`src/rtl/sha256_msg_padder.sv`:
```
// -----------------------------------------------------------------------------
// sha256_msg_padder
//
// Producer side of the SHA-256 block interface. Collects a message arriving as
// big-endian 32-bit words, applies FIPS 180-4 padding (0x80 marker, zero fill,
// 64-bit big-endian bit length) and hands out 512-bit blocks over valid/ready.
//
// Ports:
//   clk        clock
//   rst_n      asynchronous active-low reset
//   in_valid   input word valid
//   in_ready   padder can accept a word this cycle
//   in_data    message word, earliest byte in [31:24]
//   in_last    final beat of the message
//   in_nbytes  valid (left-aligned) bytes in a last beat, 0..4 (5..7 act as 4)
//   blk_valid  blk_data holds a complete block
//   blk_ready  consumer accepts the block
//   blk_data   block; word k is blk_data[511-32k -: 32]
//   blk_first  block is the first of its message
//   blk_last   block is the final (padded) block of its message
//   busy       a message is in progress (word accepted, final block not taken)
// -----------------------------------------------------------------------------
module sha256_msg_padder (
    input  logic         clk,
    input  logic         rst_n,
    input  logic         in_valid,
    output logic         in_ready,
    input  logic [31:0]  in_data,
    input  logic         in_last,
    input  logic [2:0]   in_nbytes,
    output logic         blk_valid,
    input  logic         blk_ready,
    output logic [511:0] blk_data,
    output logic         blk_first,
    output logic         blk_last,
    output logic         busy
);

    typedef enum logic {FILL, EMIT} state_t;

    state_t        state;
    logic [511:0]  buffer;
    logic [3:0]    word_idx;
    logic [63:0]   bitlen;
    logic [63:0]   stored_len;
    logic          start_flag;
    logic          last_f;
    logic          pend_len;
    logic          pend_mark;

    // Last-beat decode: effective byte count, byte position in block, total
    // length, and the buffer image after writing data, marker and length.
    logic [2:0]    n_eff;
    logic [6:0]    b_cnt;
    logic [63:0]   len_total;
    logic [31:0]   byte_mask;
    logic [8:0]    word_hi;
    logic [8:0]    mark_hi;
    logic [511:0]  last_buf;

    // NOTE: every always_comb output gets a default first so no latch is inferred.
    always_comb begin
        n_eff     = (in_nbytes > 3'd4) ? 3'd4 : in_nbytes;
        b_cnt     = {1'b0, word_idx, 2'b00} + {4'b0000, n_eff};
        len_total = bitlen + {58'd0, n_eff, 3'b000};
        word_hi   = 9'd511 - {word_idx, 5'b00000};
        mark_hi   = 9'd511 - {b_cnt[5:0], 3'b000};
        case (n_eff)
            3'd0:    byte_mask = 32'h0000_0000;
            3'd1:    byte_mask = 32'hFF00_0000;
            3'd2:    byte_mask = 32'hFFFF_0000;
            3'd3:    byte_mask = 32'hFFFF_FF00;
            default: byte_mask = 32'hFFFF_FFFF;
        endcase
        last_buf = buffer;
        // Unused lanes are written as zero so the marker lands on clean bits.
        last_buf[word_hi -: 32] = in_data & byte_mask;
        if (b_cnt < 7'd64)
            last_buf[mark_hi -: 8] = 8'h80;
        if (b_cnt <= 7'd55)
            last_buf[63:0] = len_total;
    end

    // NOTE: sequential state uses non-blocking assignments only.
    // NOTE: the block buffer is reset because a reset must discard any pending
    // block and later blocks rely on untouched words being zero.
    always_ff @(posedge clk or negedge rst_n) begin
        if (!rst_n) begin
            state      <= FILL;
            in_ready   <= 1'b1;
            blk_valid  <= 1'b0;
            buffer     <= '0;
            word_idx   <= '0;
            bitlen     <= '0;
            stored_len <= '0;
            start_flag <= 1'b1;
            last_f     <= 1'b0;
            pend_len   <= 1'b0;
            pend_mark  <= 1'b0;
            busy       <= 1'b0;
        end else begin
            case (state)
                FILL: begin
                    if (in_valid && in_ready) begin
                        busy <= 1'b1;
                        if (!in_last) begin
                            buffer[word_hi -: 32] <= in_data;
                            bitlen   <= bitlen + 64'd32;
                            word_idx <= word_idx + 4'd1;
                            if (word_idx == 4'd15) begin
                                state     <= EMIT;
                                in_ready  <= 1'b0;
                                blk_valid <= 1'b1;
                                last_f    <= 1'b0;
                            end
                        end else begin
                            buffer     <= last_buf;
                            bitlen     <= len_total;
                            stored_len <= len_total;
                            if (b_cnt <= 7'd55) begin
                                last_f <= 1'b1;
                            end else begin
                                // Length (and maybe the marker) spills into an
                                // extra block emitted right after this one.
                                last_f    <= 1'b0;
                                pend_len  <= 1'b1;
                                pend_mark <= (b_cnt == 7'd64);
                            end
                            state     <= EMIT;
                            in_ready  <= 1'b0;
                            blk_valid <= 1'b1;
                        end
                    end
                end

                EMIT: begin
                    if (blk_ready) begin
                        start_flag <= 1'b0;
                        if (pend_len) begin
                            buffer    <= {(pend_mark ? 32'h8000_0000 : 32'h0), 416'd0, stored_len};
                            last_f    <= 1'b1;
                            pend_len  <= 1'b0;
                            pend_mark <= 1'b0;
                        end else begin
                            buffer    <= '0;
                            state     <= FILL;
                            in_ready  <= 1'b1;
                            blk_valid <= 1'b0;
                            word_idx  <= '0;
                            if (last_f) begin
                                bitlen     <= '0;
                                start_flag <= 1'b1;
                                busy       <= 1'b0;
                            end
                        end
                    end
                end

                default: begin
                    state <= FILL;
                end
            endcase
        end
    end

    assign blk_data  = buffer;
    assign blk_first = blk_valid & start_flag;
    assign blk_last  = blk_valid & last_f;

endmodule

```
`config.mk`:
```
export PLATFORM = sky130hd
export DESIGN_NAME = sha256_msg_padder
export DESIGN_NICKNAME = d
export VERILOG_FILES = /design/src/rtl/sha256_msg_padder.sv
export SDC_FILE = /design/constraint.sdc
export NUM_CORES = 2
export LEC_CHECK = 0
export BUFFER_PORTS_ARGS = -buffer_cell sky130_fd_sc_hd__buf_2
export CORE_MARGIN = 2
export CORE_UTILIZATION = 40
export CTS_CLUSTER_DIAMETER = 100
export DETAILED_ROUTE_END_ITERATION = 16
export PLACE_DENSITY = 0.72
export SLEW_MARGIN = 0
export SYNTH_ARGS = -nofsm -noshare
export SYNTH_HDL_FRONTEND = slang
export SYNTH_SLANG_ARGS = --single-unit
```
`constraint.sdc`:
```
create_clock -name clk -period 4.4 [get_ports clk]
set_clock_uncertainty 0.1 [all_clocks]
set_input_delay 0.22 -clock clk [delete_from_list [all_inputs] [get_ports clk]]
set_output_delay 0.22 -clock clk [all_outputs]
set_load 0.005 [all_outputs]
```
==> metrics.txt <==
Max Slew Vio Count=0; synthesis-to-finish area growth=21.10%; Cells after Synth=3376; max-cap violation count=0; Antenna Nets Post-Route=0; Final HPWL DP=115000 um; setup slack after layout=0.4786 ns; startpoint types=register; nets@finish=3943; Req. time, crit path=4.80 ns; # fillers=7470; CTS H-Tree Depth=3; routability cong.=1.030; CTS tree=yes; clock sink count=646; Critical R2R Launch=word_idx[2]$_DFFE_PN0P_; number of global-route vias before repair=31210; GRT Util Overall=36.95%; Placeable Area=79260 um^2; WS Path Type=reg -> reg; area of the mapped netlist=32120 um^2; Fmax=0.2550 GHz; CTS max path bufs=3; die area=82580 um^2; via count=33220; largest net degree at the start of global routing=117; post-route minimum period=3.921 ns; Die Y=287.4 um; post-placement setup slack=0.6946 ns; Main synth FF type=dfrtp_1; Slew headroom=2.971%; Overflow after GRT=0; biggest cell delay along the critical path=0.87 ns; Crit path buffers/inverters=0; Avg Cell Area, Syn=9.514 um^2; clk_lat worst skew=0.65 ns; Worst path slowest cell=dfrtp_1; crit-path leading delay family=simple AND/OR/NAND/NOR gates; flops & latches, synth=646; Total Wirelength=157000 um; wire length per cell=31.43 um; EDFF count, synth=0; fin crit share=89.12%; cts bufs inserted=72; static leakage=17.98 nW; Worst-Margin Slew=1.444 ns; hold path start=in_data[11]; area occupied by multi-input gates=14960 um^2; clock-pin slew on the worst setup and hold paths=0.06 ns; root buffer cell=clkbuf_16; Post-Syn Nets=3429; ys async rst share=100.0%; Max Fanout on Critical Path=23; number of port buffers=556; initial DRC count=4531; Initial Util=40.53%; run status=complete, no violations; RSZ-0062 raised after global routing=no; Die Wd=287.4 um; crit end category=register; first-pass GRT wire length=224400 um; Setup Total Neg Slack=0 ns; Ys Warns=0; crit path launch=word_idx[2]$_DFFE_PN0P_; DR vias/cell=6.652; Std-Cell Rows=103; final setup violation count=0; Hold Vio Cnt, Final=0; synth unique cells=84; share of cells above drive strength 1=21.49%; Hold Crit Class=in -> reg; worst path arrival time=4.32 ns; Top Ports=557; register area share after synthesis=50.34%; initial antenna violation count=10; critical-path cell list=nand4b_1 > mux2i_1 > nand2_1 > o21ai_0 > nand2_1 > a22o_1; CP dominant cell by count=nand2_1; register area=16170 um^2; PwrDens=523.0 nW/um^2; DRC=0; maximum vdd drop=0.0002807 V; drt first pass iters=6
flip-flops by register name, summed over array words and instances (netlist names), 4 cells and up:
name,cells
bitlen,61
blk_data,512
stored_len,61
word_idx,4
where the power goes:
part / switching, mW / total [mW] / internal (mW)
clock: 2.70 / 6.24 / 3.54
sequential: 0.836 / 7.82 / 6.99
combinational: 4.14 / 6.28 / 2.14
total: 7.67 / 20.3 / 12.7
routing by layer:
| metal | wire [um] | global-route usage, % | vias up |
|---|---|---|---|
| met4 | 12960 | 25.35 | 18 |
| met2 | 68660 | 55.64 | 2613 |
| met5 | 102 | 0 | - |
| met1 | 55810 | 45.71 | 16160 |
| met3 | 19430 | 10.83 | 629 |
| li1 | - | - | 13800 |
worst register-to-register path: cells and delay by family (launching register included):
kind	cells	cell delay (ns)
flops	1	0.87
compound gates	2	1.10
mux	1	0.52
simple gates	3	1.19
worst paths after layout:
check | to | slack [ns] | cells after the start
max | blk_data[164]$_DFFE_PN0P_ | 0.48 | 6
min | blk_data[107]$_DFFE_PN0P_ | 0.04 | 2
max reg2reg | blk_data[164]$_DFFE_PN0P_ | 0.48 | 6
min reg2reg | start_flag$_DFFE_PN1P_ | 0.36 | 2
max in group asynchronous | bitlen[11]$_DFFE_PN0P_ | 2.90 | 3
min in group asynchronous | blk_data[106]$_DFFE_PN0P_ | 0.12 | 2
layout by cell type, fill, tap and decap left out, types with 14 or more instances in the layout:
cell and count:
a32o_1 20, a31oi_1 69, nor3_1 75, o21ai_1 45
o22a_1 37, o211ai_1 24, a22oi_1 35, o2bb2ai_1 76
nand2_1 395, a211oi_1 18, a221o_1 17, a221oi_1 25
dfrtp_1 644, o31ai_1 21, inv_1 24, nand3_1 87
nor2b_1 16, nor2_1 274, and2_1 39, nor4_1 32
buf_2 555, a22o_1 275, xnor2_1 39, o21ai_0 270
a32oi_1 16, clkbuf_16 73, or3_1 25, and3_1 39
nand4_1 45, o22ai_1 29, a21o_1 19, buf_4 123
o21a_1 14, clkinv_2 14, a21oi_1 154
timing repair:
item | 4_1_cts | 5_1_grt
endpoints found under the hold margin | 126 | 0
setup buffers | 0 | 0
resized for setup | 0 | 0
hold buffers | 12 | 0
cells in the mapped netlist, types with 11 or more instances:
master       n  share of area [%]
o2bb2ai_1   76                2.1
o21a_1      14               0.33
nor2b_1     16               0.31
nor3_1      75                1.2
or4_1       13               0.30
and3_1      39               0.76
o221ai_1    12               0.33
a221oi_1    25               0.68
a32o_1      20               0.62
o22ai_1     29               0.56
a221o_1     17               0.53
clkbuf_1   221                2.6
buf_1       30               0.35
and4_1      11               0.30
nor2_1     277                3.2
a31oi_1     69                1.3
o211ai_1    24               0.56
o31ai_1     21               0.49
o22a_1      37                1.0
nand4_1     45               0.88
nor4_1      32               0.62
or3_1       25               0.49
and2_1      40               0.78
xor2_1      12               0.33
a211oi_1    19               0.44
dfrtp_1    644                 50
nand2_1    397                4.6
nand2b_1    11               0.21
a22o_1     275                7.5
a21oi_1    158                2.5
inv_1       24               0.28
a22oi_1     36               0.84
o21ai_0    271                4.2
o21ai_1     44               0.69
ha_1        12               0.47
a21o_1      19               0.44
xnor2_1     39                1.1
a32oi_1     16               0.44
nand3_1     87                1.4
area by class of cell:
class	count	share of cell area, %
Clock inverter	30	0.9522
Clock buffer	95	5.243
Inverter	26	0.2509
Tap cell	1050	3.378
Timing Repair Buffer	696	10.12
Multi-Input combinational cell	2448	38.47
Sequential cell	646	41.57
Antenna cell	3	0.01930
kinds of logic (layout without fill, tap and decap cells):
family	after synthesis	in the layout	share of synthesized area, %
AO/OA/AOI/OAI	1275	1275	28.24
XOR/XNOR	51	51	1.391
adder cells (fa/ha/maj)	13	13	0.5298
buffers and inverters	282	847	3.315
flip-flops	646	646	50.34
multiplexers	6	6	0.1948
other	0	3	0
AND/OR/NAND/NOR	1103	1103	15.99
metrics by stage:
step           std cells  utilization, %  area, um^2  power [mW]  hold slack [ns]
6_report            4994           49.08       38900       20.34          0.03613
2_1_floorplan       3376               -       32120       10.74          -0.1756
4_1_cts             4991           49.07       38890       20.12         0.002386
3_3_place_gp        4854           45.87       36360       13.85           0.2140
3_5_place_dp        4854           45.87       36360       13.93           0.2193
5_1_grt             4991           49.07       38890       21.03          0.01788
(Power assumes the default switching activity.)
